**config.mk**
```make
export PLATFORM = sky130hd
export DESIGN_NAME = vend_request_frontend
export DESIGN_NICKNAME = d
export VERILOG_FILES = /design/src/rtl/vend_request_frontend.sv
export SDC_FILE = /design/constraint.sdc
export NUM_CORES = 1
export LEC_CHECK = 0
export CAP_MARGIN = 20
export CELL_PAD_IN_SITES_DETAIL_PLACEMENT = 1
export CELL_PAD_IN_SITES_GLOBAL_PLACEMENT = 2
export CORE_MARGIN = 2
export CORE_UTILIZATION = 36
export CTS_BUF_LIST = sky130_fd_sc_hd__clkbuf_4 sky130_fd_sc_hd__clkbuf_8 sky130_fd_sc_hd__clkbuf_16
export CTS_CLUSTER_SIZE = 25
export DETAILED_ROUTE_END_ITERATION = 16
export PLACE_DENSITY = 0.84
export SKIP_CTS_REPAIR_TIMING = 1
export SLEW_MARGIN = 20
export SYNTH_ARGS = -nofsm -noshare
export SYNTH_HDL_FRONTEND = slang
export SYNTH_SLANG_ARGS = --single-unit
```
**constraint.sdc**
```tcl
create_clock -name clk_i -period 4.85 [get_ports clk_i]
set_input_delay 0.97 -clock clk_i [delete_from_list [all_inputs] [get_ports clk_i]]
set_output_delay 0.97 -clock clk_i [all_outputs]
set_load 0.02 [all_outputs]
```
**src/rtl/vend_request_frontend.sv**
```systemverilog
// vend_request_frontend: coin/credit front-end that issues purchase requests and refunds
//
// Collects coin strobes into a credit of at most 15 units. A selection while
// collecting emits a one-cycle purchase request toward head_module; a cancel
// or an inactivity timeout emits a one-cycle refund of the held credit.
//
// Ports:
//   clk_i              system clock, rising edge
//   rst_ni             asynchronous active-low reset
//   coin_valid_i       one-cycle coin strobe
//   coin_value_i[2:0]  coin value 1..7 (0 is invalid and always rejected)
//   select_valid_i     one-cycle product selection strobe
//   select_product_i   product code sampled with select_valid_i
//   cancel_i           one-cycle refund request strobe
//   costumer_mode_o    one-cycle purchase request to head_module
//   product_o          product code of the last issued request
//   costumer_money_o   credit carried by the last issued request
//   credit_o           live accumulated credit
//   coin_reject_o      one-cycle pulse: the coin was not credited
//   refund_valid_o     one-cycle refund pulse
//   refund_amount_o    value of the last refund
module vend_request_frontend #(
    parameter int unsigned TIMEOUT_CYCLES = 200
) (
    input  logic       clk_i,
    input  logic       rst_ni,
    input  logic       coin_valid_i,
    input  logic [2:0] coin_value_i,
    input  logic       select_valid_i,
    input  logic [2:0] select_product_i,
    input  logic       cancel_i,
    output logic       costumer_mode_o,
    output logic [2:0] product_o,
    output logic [3:0] costumer_money_o,
    output logic [3:0] credit_o,
    output logic       coin_reject_o,
    output logic       refund_valid_o,
    output logic [3:0] refund_amount_o
);
    localparam logic [1:0] IDLE    = 2'd0;
    localparam logic [1:0] COLLECT = 2'd1;
    localparam logic [1:0] ISSUE   = 2'd2;
    localparam logic [1:0] REFUND  = 2'd3;

    logic [1:0]  state_q, state_d;
    logic [3:0]  credit_q, credit_d;
    logic [15:0] cnt_q, cnt_d;
    logic        mode_q, mode_d;
    logic [2:0]  product_q, product_d;
    logic [3:0]  money_q, money_d;
    logic        reject_q, reject_d;
    logic        refund_q, refund_d;
    logic [3:0]  ramt_q, ramt_d;

    logic        collect, timeout, win, open, accept;
    logic [4:0]  sum;

    always_comb begin
        collect   = state_q == COLLECT;
        timeout   = cnt_q == 16'(TIMEOUT_CYCLES - 1);
        // cancel, select and timeout only matter while collecting
        win       = collect && (cancel_i || select_valid_i || timeout);
        open      = state_q == IDLE || collect;
        // 5-bit sum so an overflowing coin is seen as > 15 rather than wrapping
        sum       = {1'b0, credit_q} + {2'b00, coin_value_i};
        accept    = coin_valid_i && coin_value_i != 3'd0 && sum <= 5'd15 && open && !win;
        mode_d    = collect && !cancel_i && select_valid_i;
        refund_d  = collect && (cancel_i || (!select_valid_i && timeout));
        state_d   = refund_d ? REFUND :
                    mode_d   ? ISSUE :
                    accept   ? COLLECT :
                    open     ? state_q : IDLE;
        credit_d  = win ? 4'd0 : accept ? sum[3:0] : credit_q;
        // a rejected coin does not restart the inactivity window
        cnt_d     = (collect && !win) ? (accept ? 16'd0 : cnt_q + 16'd1) : 16'd0;
        product_d = mode_d ? select_product_i : product_q;
        money_d   = mode_d ? credit_q : money_q;
        ramt_d    = refund_d ? credit_q : ramt_q;
        reject_d  = coin_valid_i && !accept;
    end

    always_ff @(posedge clk_i or negedge rst_ni) begin
        if (!rst_ni) begin
            state_q   <= IDLE;
            credit_q  <= 4'd0;
            cnt_q     <= 16'd0;
            mode_q    <= 1'b0;
            product_q <= 3'd0;
            money_q   <= 4'd0;
            reject_q  <= 1'b0;
            refund_q  <= 1'b0;
            ramt_q    <= 4'd0;
        end else begin
            state_q   <= state_d;
            credit_q  <= credit_d;
            cnt_q     <= cnt_d;
            mode_q    <= mode_d;
            product_q <= product_d;
            money_q   <= money_d;
            reject_q  <= reject_d;
            refund_q  <= refund_d;
            ramt_q    <= ramt_d;
        end
    end

    assign costumer_mode_o  = mode_q;
    assign product_o        = product_q;
    assign costumer_money_o = money_q;
    assign credit_o         = credit_q;
    assign coin_reject_o    = reject_q;
    assign refund_valid_o   = refund_q;
    assign refund_amount_o  = ramt_q;
endmodule

```
==> results, run 1 <==
- The async set-or-reset flop fraction in the synthesized netlist is 1.000.
- The number of nets with antenna violations after detailed routing is 0.
- Among all cell types in the netlist, the one instantiated most often is sky130_fd_sc_hd__dfrtp_1.
- Max-cap violations in this run came to 0.
- The total congestion overflow is 0.
- The hold violation total from the final report came to 0.
- The analysis attributes to cell leakage a power of a little under 0.9 nW.
- The most common flop cell mapped by yosys is sky130_fd_sc_hd__dfrtp_1.
- The repair_antennas step left the layout with diodes totalling 0.
- The count of state elements after synthesis is 36.
- Summed over all layers, the routed wires come to 3.642 mm.
- The first TritonRoute pass finished after 4 iterations.
- The worst vdd rail ir drop is ~0.3 mV.
- The max-slew violation count was 0.
- The post-synthesis net count is 162.
- The number of buffers and inverters on the critical path is 1.
- The delay of the slowest critical-path stage is approximately 490 ps.
- The total of endpoints with negative setup slack in the final report is 0.
- The initial antenna violation count came to 0.
- Grouping stages by cell kind, the critical path spends the most delay in compound AO/OA/AOI/OAI gates.
- The worst setup path is launched from an input pin.
- The initial utilization of the core area, before any placement, comes to 0.3781.
- Detailed placement ended at an HPWL of around 2.7 mm.
- The synthesized design spends more area on one cell type than any other, namely sky130_fd_sc_hd__dfrtp_1.
- The number of placed cells counting well taps is between 200 and 250.
- Synthesis handed over a netlist of 146 instances.
- At the end of the flow, the number of nets in the layout was between 150 and 200.
- Across all layers, the routed design uses 1219 vias.
- After synthesis, the mean cell area works out to approximately 11 um2.
- The total clock buffers created by CTS is 5.
- In the synthesized netlist, the cells that appear most often are 36 x sky130_fd_sc_hd__dfrtp_1, 16 x sky130_fd_sc_hd__nor2_1, 11 x sky130_fd_sc_hd__mux2_2.
- Sorting the synthesized cells by area gives the leading types as sky130_fd_sc_hd__dfrtp_1 54%, sky130_fd_sc_hd__mux2_2 7.4%, sky130_fd_sc_hd__nor2_1 3.6%.
- The summed negative setup slack over all endpoints is 0 ps.
- At the worst endpoint, the arrival time is about 3400 ps.
- The slowest stage of the critical path is the sky130_fd_sc_hd__a2111o_1 cell.
- Measured on the finished design, the core utilization comes to 0.4799.
- TritonCTS built the clock tree.
- Dividing total power by cell area gives a power density of 505.4 nW/um2.
- The floorplan has 24 rows.
- At the end of routability-driven placement, the weighted congestion stood at 0.8049.
- The number of standard cells in the layout, taps in and fillers out is between 200 and 250.
- The floorplan die area is about 5200 um2.
- The post-route minimum period is 3279 ps.
- The number of violations reported at the end of detailed-routing iteration 0 is 29.
- The final routed DRC violation total is 0.
- The total number of clock tree sinks is 36.
- The classification of the worst setup path is input pin to register.
- The number of placed I/O pins is 29.
- Setup repair after global routing left no endpoint under its margin.
- Walking the worst path, the cells encountered are clkdlybuf4s50_1 > ha_1 > fa_1 > a21o_1 > a2111o_1 > nand4_1 > nor2_1.
- The start point of the worst min-delay path is cnt_q[0].
- In the final layout, the share of cells above drive strength 1 is 0.1333.
- The region available for standard cell placement spans ~4400 um2.
- In this run the tightest slew margin relative to its limit is 0.4559.
- The die is just over 70 um tall.
- The first global-routing pass estimated approximately 6.6 mm of wire.
- The number of global-route vias before repair is 1374.
- The area share of the largest cell type after synthesis is 0.5397.
- Yosys mapped a number of flops with a built-in enable equal to 0.
- The startpoint of the worst register-to-register path is credit_o[0].
- The mapped cell area is between 1500 and 2000 um2.
- The die is roughly 72 um wide.
- The area growth from synthesis to layout is 26.91%.
- The sequential area share after synthesis is 0.5397.
- The root buffer cell chosen for the clock tree is sky130_fd_sc_hd__clkbuf_8.
- The type of destination of the critical path is a register.
- In this run the worst hold path is classified as register to register.
- The worst setup skew after layout is roughly 9.3 ps.
- The flow ran to the end, and the final reports show no timing, DRC or antenna violations.
- The wire length per cell after detailed routing is 15.70 um.
- The count of filler cells inserted in the layout is 482.
- Along the worst path, the maximum fanout reaches 16.
- The global routing usage summed across all routing layers is 0.1643.
- The count of cell types in the netlist is 33.
- Entering global routing, the biggest net connects 37 pins.
- For this run, the top clock speed supported by timing is roughly 300 MHz.
- The longest clock path from root to sink contains 2 buffers.
- Tracing the worst setup path back leads to its startpoint at coin_value_i[0].
- In the routed layout, each cell is associated on average with a via count of 5.254.
- After clock tree synthesis, the clock-pin slew on the worst setup and hold paths is around 70 ps.
- At the pin with the least slew margin, the transition time is roughly 810 ps.
- The number of H-tree levels is 2.
- The clock latency of the later-clocked register in the worst-skew pair is ~290 ps.
- In the finished design, the share of the clock period the worst path needs comes to 0.6761.
- Yosys printed 0 warnings.
- Buffers placed on the I/O ports in this run total 28.
- The required time of the critical path is roughly 5000 ps.
state kept, by name, summed over array words and instances, names as in the netlist:
name              cells
coin_reject_o         1
refund_amount_o       4
credit_o              4
costumer_mode_o       1
refund_valid_o        1
state_q               2
product_o             3
cnt_q                16
costumer_money_o      4
layer usage:
metal  track usage  wire length [um]
met1        0.2186              1712
met4       0.05031                48
met3       0.05278               159
met2        0.2569              1721
met5             0                 0
area by class of cell:
class / count / area [um2] / area share
Inverter: 4 / 15.01 / 0.007088
Sequential cell: 36 / 900.9 / 0.4253
Multi-Input combinational cell: 103 / 738.2 / 0.3485
Timing Repair Buffer: 29 / 287.8 / 0.1359
Clock inverter: 3 / 42.54 / 0.02008
Clock buffer: 5 / 68.82 / 0.03249
Tap cell: 52 / 65.06 / 0.03071
power breakdown:
group | total (mW) | switching, mW | internal [mW]
logic | 0.388 | 0.197 | 0.192
clock network | 0.262 | 0.110 | 0.152
registers | 0.421 | 0.0511 | 0.370
worst register-to-register path: cells and delay by family, from the launching register on:
kind,cells,cell delay (ps)
adder cells (fa/ha/maj),2,680
AND/OR/NAND/NOR,2,620
AO/OA/AOI/OAI,2,720
flip-flops,1,440
through the flow:
stage | hold slack, ps | instance area (um2) | total power [mW] | worst slack [ps]
floorplan | 447.4 | 1669 | 0.6360 | 2011
global route | 514.9 | 2118 | 1.135 | 1404
CTS | 504.5 | 2118 | 1.086 | 1550
finish | 499.1 | 2118 | 1.071 | 1571
detailed placement | 494.7 | 2007 | 0.8204 | 1252
global placement | 464.2 | 2007 | 0.8067 | 1400
kinds of logic (layout without fill, tap and decap cells):
family / count (synthesis) / after routing / share of synthesized area
and+or+nand+nor: 56 / 56 / 0.1762
DFF: 36 / 36 / 0.5397
AOI/OAI and AO/OA: 19 / 19 / 0.08695
xor gates and xnor gates: 12 / 12 / 0.06297
muxes: 11 / 11 / 0.07421
buffers and inverters: 7 / 41 / 0.01799
adders and majority gates: 5 / 5 / 0.04198
path summary, 6_finish.rpt:
path / to / slack, ps / depth (start not counted)
max: cnt_q[5] / 1570 / 7
min: cnt_q[0] / 500 / 1
max reg2reg: cnt_q[5] / 2230 / 6
min reg2reg: cnt_q[0] / 500 / 1
max in group asynchronous: product_o[0] / 3420 / 2
min in group asynchronous: cnt_q[14] / 1100 / 2
layout by cell type, fill, tap and decap left out, drive strengths merged, types with 2 or more instances in the layout:
| cell | count |
|---|---|
| nand3 | 10 |
| nor4 | 2 |
| xor2 | 6 |
| clkbuf | 5 |
| dfrtp | 36 |
| a21oi | 7 |
| o21ai | 2 |
| xnor2 | 6 |
| ha | 4 |
| inv | 4 |
| nand2 | 7 |
| a211oi | 3 |
| or3 | 2 |
| nor2 | 16 |
| mux2 | 11 |
| nor3 | 4 |
| and4 | 2 |
| a21o | 2 |
| clkdlybuf4s50 | 28 |
| and3 | 3 |
| nand4 | 4 |
| nor4b | 2 |
| nor2b | 2 |
No activity file was read; power rests on OpenSTA's default activity.
==> run 2: changes to the inputs <==
Settings changed: CORE_UTILIZATION 36 to 30, PLACE_DENSITY 0.84 to 0.75.
Clock period 4.85 ns to 2.8 ns, I/O delays scaled along.
==> run 2 against run 1 <==
Compared with the run above: flip-flop and latch count unchanged; cell count up 11%; non-clock buffer count increased by 5; worst setup slack worse by 1200 ps; via count grew 1.6%; utilization decreased by 7.7 points; power increased by 77%; wire length is 6.3% higher; worst hold slack worse by 14 ps; clock power increased by 76%; sequential power rose by 73%; final area grew 3.5%.
==> results, run 2 (same netlist as run 1, synthesis figures left out) <==
- The number of cells on the worst hold path is 1 (unchanged).
- The hold violation total from the final report is 0 (unchanged).
- The slew at the pin with the worst max-slew slack is 514.2 ps (-300.3 ps).
- The sequential cell area in the final layout is 900.9 um2 (unchanged).
- The number of placed I/O pins is 29 (unchanged).
- The area of the multi-input gates came to 738.2 um2 (unchanged).
- The worst-case hold slack came to 484.8 ps (-14.37 ps).
- The total wirelength of the detailed-routed design is 3.872 mm (+6.3%).
- The worst setup skew after layout is 5.411 ps (-3.907 ps).
- For this run, the top clock speed supported by timing is around 410 MHz.
- Setup repair after global routing left no endpoint under its margin.
- The highest net fanout along the worst path was 16 (unchanged).
- The register-to-register path setup slack is 620 ps (-1610 ps).
- The fraction of final layout cells sized beyond drive strength 1 is 0.1568 (+0.02342).
- STA classifies the critical path endpoint as a register.
- The count of filler cells inserted in the layout is 597 (+24%).
- The clock tree buffer depth was 2 (unchanged).
- The first-pass GRT wire length came to 6.734 mm (+2.3%).
- The total congestion overflow came to 0 (unchanged).
- The detailed-route vias per instance is 4.817 (-8.3%).
- The remaining max-slew budget at the tightest pin was 0.6572 (+0.2013).
- The number of vias in the routed layout is 1238 (+1.6%).
- The number of port buffers is 28 (unchanged).
- The number of violations of the max-capacitance limit is 0 (unchanged).
- The summed negative setup slack over all endpoints came to 0 ps (unchanged).
- Leaving out fill and tap cells, the most frequent cells in the layout are 36 x sky130_fd_sc_hd__dfrtp_1, 28 x sky130_fd_sc_hd__clkdlybuf4s50_1, 16 x sky130_fd_sc_hd__nor2_1.
- The initial core utilization was 0.3069 (-0.07124).
- The worst vdd rail ir drop is 0.3740 mV (+25%).
- The floorplan die area is 6176 um2 (+19%).
- The classification of the worst setup path is input pin to register.
- The final net count is 200 (+2.6%).
- The core area is 5439 um2 (+23%).
- The y dimension of the die is 78.59 um (+9.0%).
- The area added between synthesis and finish is 31.41%.
- The max-slew violation count is 0 (unchanged).
- The CTS tree is yes.
- The required time of the critical path was 2990 ps (-2000 ps).
- The ratio of total power to cell area was 864.0 nW/um2 (+71%).
- The initial antenna violation count is 0 (unchanged).
- The sum of net half-perimeters after detailed placement is 2.871 mm (+5.1%).
- The path category of the worst min-delay check is register to register.
- The total of endpoints with negative setup slack in the final report is 0 (unchanged).
- The final routed DRC violation total is 0 (unchanged).
- The number of rows created at floorplan is 27 (+13%).
- The share of the clock period used by the worst path after layout is 0.8745.
- The global routing usage summed across all routing layers is 0.1416 (-0.02271).
- The run finished with clean final reports.
- The critical register-to-register path endpoint is cnt_q[10].
- The total number of clock tree sinks is 36 (unchanged).
- Leaving out fill and tap cells, the most frequent cell in the layout is sky130_fd_sc_hd__dfrtp_1.
- The floorplan die width is 78.59 um (+9.0%).
- The final weighted congestion in routability-driven placement is 0.7754 (-3.7%).
- The number of global-route vias before repair is 1394 (+1.5%).
- The register bank with the most flops is cnt_q.
- The number of flip-flops in the largest register is 16 (unchanged).
- The data arrival time of the critical path was 2630 ps (-780 ps).
- The number of H-tree levels is 2 (unchanged).
- The endpoint of the worst hold-timing path is cnt_q[0].
- The buffer type at the clock tree root is sky130_fd_sc_hd__clkbuf_8.
- The number of nets with antenna violations after detailed routing is 0 (unchanged).
- The depth of the worst register-to-register path is 7 (+1).
- The reported leakage power is 0.9193 nW (+3.5%).
- The wire length per cell after detailed routing is 15.07 um (-4.0%).
- In this run the most critical hold path is launched from cnt_q[0].
- The first-pass detailed-route iteration total is 4 (unchanged).
- The number of diodes added for antenna fixing is 0 (unchanged).
- The post-route minimum period is about 2400 ps.
- The clock-pin slew on the worst setup and hold paths is 70 ps (about the same).
- The total clock buffers created by CTS is 5 (unchanged).
- The startpoint identified for the worst register-to-register timing path is credit_o[0].
- STA classifies the critical path startpoint as an input pin.
- The number of violations reported at the end of detailed-routing iteration 0 is 44 (+52%).
- The clock latency of the later-clocked register in the worst-skew pair is 290 ps (about the same).
- The pin count of the biggest net entering global routing came to 37 (unchanged).
run 2: cell count changes in the layout (fill, tap and decap cells not counted), sizes merged:
cell	before	now
buf	1	6
run 2: report_power, final:
part / internal, mW / switching, mW
sequential: 0.640 / 0.0899
clock: 0.263 / 0.197
combinational: 0.354 / 0.350
total: 1.26 / 0.637
run 2: stage by stage:
step                  util  cells  total power, mW  area [um2]  setup slack [ps]
floorplan                -    146            1.102        1669             370.5
global placement    0.3828    249            1.424        2082             90.14
detailed placement  0.3828    249            1.453        2082             40.14
CTS                 0.4033    257            1.925        2193             360.4
global route        0.4033    257            1.994        2193             266.1
finish              0.4033    257            1.895        2193             351.5
run 2: final cells by class:
class | instances | area share
flip-flops and latches | 36 | 0.4107
multi-input cells | 103 | 0.3366
repair buffers | 34 | 0.1540
well taps | 72 | 0.04107
clock buffers | 5 | 0.03137
clock inverters | 3 | 0.01940
inverters | 4 | 0.006845
run 2: metal layers:
| metal | share of wire | track usage |
|---|---|---|
| met5 | 0 | 0 |
| met2 | 0.50 | 0.2376 |
| met4 | 0.019 | 0.06491 |
| met1 | 0.45 | 0.1689 |
| met3 | 0.030 | 0.03793 |
run 2: worst max-delay path by stage:
stage / cells past startpoint / endpoint / startpoint / slack [ps]
floorplan: 7 / cnt_q[10] / coin_value_i[0] / 370
global placement: 8 / cnt_q[15] / coin_value_i[0] / 90
detailed placement: 8 / cnt_q[10] / coin_value_i[0] / 40
CTS: 8 / credit_o[0] / coin_value_i[0] / 360
global route: 8 / credit_o[0] / coin_value_i[0] / 270
finish: 8 / cnt_q[10] / coin_value_i[0] / 350
run 2: worst max-delay path, cell delays in order:
cell                              delay [ps]
sky130_fd_sc_hd__clkdlybuf4s50_1         430
sky130_fd_sc_hd__ha_1                    240
sky130_fd_sc_hd__fa_1                    380
sky130_fd_sc_hd__a21o_1                  220
sky130_fd_sc_hd__a2111o_1                430
sky130_fd_sc_hd__nand4_1                 150
sky130_fd_sc_hd__buf_12                  160
sky130_fd_sc_hd__nor2_1                   60
==> run 3: changes to the inputs <==
Settings changed: RECOVER_POWER set to 25, SETUP_SLACK_MARGIN set to 0.4.
==> run 3 against run 2 <==
Compared with the run above: maximum frequency is 4.5% higher; critical endpoint unchanged; utilization is 0.97 points higher; critical path depth is 1 lower; sequential share of layout area is 0.96 points lower; largest power group is now combinational logic; worst setup slack better by 100 ps; clock skew is 1.3 ps lower; wire length is 8.0% higher; power is 1.9% higher; sequential power hardly changed.
==> results, run 3 (same netlist as run 1, synthesis figures left out) <==
- The ratio of total power to cell area is 859.9 nW/um2 (-0.48%).
- The floorplan die area is 6176 um2 (unchanged).
- The wire length per cell after detailed routing was 16.03 um (+6.4%).
- The initial antenna violation count is 0 (unchanged).
- The fmax is 426.6 MHz (+4.5%).
- The most common cell after layout, fill and taps aside is sky130_fd_sc_hd__dfrtp_1.
- The number of violations of the max-capacitance limit came to 0 (unchanged).
- The worst hold path belongs to the class register to register.
- The sum of net half-perimeters after detailed placement was 2.913 mm (+1.5%).
- The number of global-route vias before repair is 1403 (+0.65%).
- The core area is 5439 um2 (unchanged).
- The remaining max-slew budget at the tightest pin came to 0.4010 (-0.2561).
- The post-route minimum period is 2344 ps (-104.6 ps).
- The max-slew violation count came to 0 (unchanged).
- The buffer type at the clock tree root is sky130_fd_sc_hd__clkbuf_8.
- The floorplan die width was 78.59 um (unchanged).
- The critical-path cell with the highest stage delay is sky130_fd_sc_hd__clkdlybuf4s50_1.
- The total wirelength of the detailed-routed design is 4.183 mm (+8.0%).
- The number of vias in the routed layout is 1296 (+4.7%).
- The number of standard cells in the layout, taps in and fillers out came to 261 (+1.6%).
- Setup repair after global routing left no endpoint under its margin.
- The type of destination of the critical path is a register.
- The total number of clock tree sinks came to 36 (unchanged).
- The element type at the critical path start is an input pin.
- The detailed-route vias per instance is 4.966 (+3.1%).
- The total clock buffers created by CTS is 5 (unchanged).
- The first-pass detailed-route iteration total is 4 (unchanged).
- The number of H-tree levels is 2 (unchanged).
- The design internal power was 1.281 mW (+1.8%).
- The y dimension of the die is 78.59 um (unchanged).
- The number of nets with antenna violations after detailed routing is 0 (unchanged).
- The highest net fanout along the worst path was 8 (-8).
- The slew at the pin with the worst max-slew slack was 898.4 ps (+384.2 ps).
- The hold violation total from the final report is 0 (unchanged).
- More flip-flops sit in one register than any other, and that register is cnt_q.
- The share of the core filled with cells is 0.4129 (+0.009661).
- Traced cell by cell, the critical path runs through clkdlybuf4s50_1 > fa_2 > a21o_1 > a2111o_1 > nand4_1 > clkbuf_16 > nor2_1.
- The total of endpoints with negative setup slack in the final report is 0 (unchanged).
- The delay of the slowest critical-path stage is 470 ps (+40 ps).
- The initial core utilization is 0.3069 (unchanged).
- The CTS tree is yes.
- The clock latency of the later-clocked register in the worst-skew pair is 290 ps (about the same).
- The data arrival time of the critical path is 2520 ps (-110 ps).
- The number of placed I/O pins is 29 (unchanged).
- The sequential share of power is 0.380 (-0.005).
- The worst setup skew after layout was 4.149 ps (-1.262 ps).
- The switching share of total power was 0.3367 (+0.0004074).
- The required time of the critical path came to 2970 ps (-20 ps).
- The classification of the worst setup path is input pin to register.
- The relative contribution of the clock network to total power is 0.238 (-0.005).
- The worst vdd rail ir drop is 0.4463 mV (+19%).
- The summed negative setup slack over all endpoints is 0 ps (unchanged).
- The number of port buffers is 28 (unchanged).
- In the layout the commonest cells are 36 x sky130_fd_sc_hd__dfrtp_1, 26 x sky130_fd_sc_hd__clkdlybuf4s50_1, 16 x sky130_fd_sc_hd__nor2_1.
- The final weighted congestion in routability-driven placement is 0.7699 (-0.71%).
- The run finished with clean final reports.
- The number of diodes added for antenna fixing is 0 (unchanged).
- The number of flip-flops in the largest register is 16 (unchanged).
- The clock tree buffer depth is 2 (unchanged).
- The global routing usage summed across all routing layers is 0.1394 (-0.002199).
- The total congestion overflow is 0 (unchanged).
- The switching power is 0.6502 mW (+2.0%).
- The final routed DRC violation total came to 0 (unchanged).
- The pin count of the biggest net entering global routing is 37 (unchanged).
- The clock-pin slew on the worst setup and hold paths was 70 ps (about the same).
- The fraction of final layout cells sized beyond drive strength 1 is 0.1852 (+0.02843).
- The number of violations reported at the end of detailed-routing iteration 0 is 39 (-11%).
- The worst setup slack after placement is 28.25 ps (-11.89 ps).
- The number of placed cells counting well taps is 249 (unchanged).
- The area growth from synthesis to layout is 34.56%.
- The share of the clock period used by the worst path after layout came to 0.8371 (-0.03737).
- The number of rows created at floorplan is 27 (unchanged).
- The reported leakage power came to 0.9537 nW (+3.7%).
- The first-pass GRT wire length was 6.796 mm (+0.92%).
- The logic gate share of total power is 0.383 (+0.011).
- The post-route worst setup slack is 456.1 ps (+104.6 ps).
- The count of filler cells inserted in the layout is 600 (+0.50%).
- The final net count is 204 (+2.0%).
## run 3: changes by cell type in the layout (fill, tap and decap cells not counted)
cell / previous run / this run
sky130_fd_sc_hd__clkdlybuf4s50_1: 28 / 26
sky130_fd_sc_hd__dlymetal6s2s_1: 0 / 1
sky130_fd_sc_hd__ha_1: 4 / 3
sky130_fd_sc_hd__fa_2: 0 / 1
sky130_fd_sc_hd__clkbuf_2: 0 / 1
sky130_fd_sc_hd__fa_1: 1 / 0
sky130_fd_sc_hd__dlygate4sd3_1: 0 / 1
sky130_fd_sc_hd__ha_2: 0 / 1
sky130_fd_sc_hd__clkbuf_16: 0 / 1
sky130_fd_sc_hd__buf_4: 5 / 7
## run 3: through the flow
| step | power, mW | hold WS [ps] | cell area, um2 |
|---|---|---|---|
| final | 1.931 | 493.4 | 2246 |
| after floorplan | 1.103 | 264.4 | 1672 |
| after global routing | 2.041 | 528.6 | 2246 |
| after CTS | 1.923 | 504.8 | 2193 |
| after detailed placement | 1.455 | 494.2 | 2082 |
| after global placement | 1.428 | 462.9 | 2082 |
## run 3: power groups by stage
stage | registers, mW | logic [mW] | clock network, mW
finish | 0.733 | 0.739 | 0.459
global route | 0.751 | 0.796 | 0.494
CTS | 0.737 | 0.717 | 0.469
detailed placement | 0.745 | 0.711 | 0
global placement | 0.735 | 0.692 | 0
floorplan | 0.852 | 0.251 | 0
## run 3: worst max-delay path: cells and delay by family
family	cells	cell delay, ps
AO/OA/AOI/OAI	2	590
AND/OR/NAND/NOR	2	300
adder cells (fa/ha/maj)	1	370
buffers and inverters	2	680
## run 3: path summary, 6_finish.rpt
check                           slack (ps)  depth (start not counted)            start            to
worst max-delay path                   460                          7  coin_value_i[1]     cnt_q[10]
worst min-delay path                   490                          1         cnt_q[0]      cnt_q[0]
worst max register to register         540                          7      credit_o[0]     cnt_q[10]
worst min register to register         490                          1         cnt_q[0]      cnt_q[0]
max in group asynchronous             1310                          2           rst_ni  product_o[0]
min in group asynchronous              930                          2           rst_ni      cnt_q[8]
## run 3: final cells by class
cell class | instances | area, um2 | share of cell area
timing repair buffer | 38 | 385.4 | 0.1716
multi-input combinational | 103 | 743.2 | 0.3309
sequential | 36 | 900.9 | 0.4011
clock buffer | 5 | 68.82 | 0.03064
inverter | 4 | 15.01 | 0.006685
clock inverter | 3 | 42.54 | 0.01894
tap | 72 | 90.09 | 0.04011
## run 3: per-layer routing
layer | share of wire | track usage | wire length [um]
met4 | 0.011 | 0.03684 | 46
met1 | 0.45 | 0.1738 | 1902
met2 | 0.50 | 0.2368 | 2089
met3 | 0.035 | 0.03908 | 145
met5 | 0 | 0 | 0
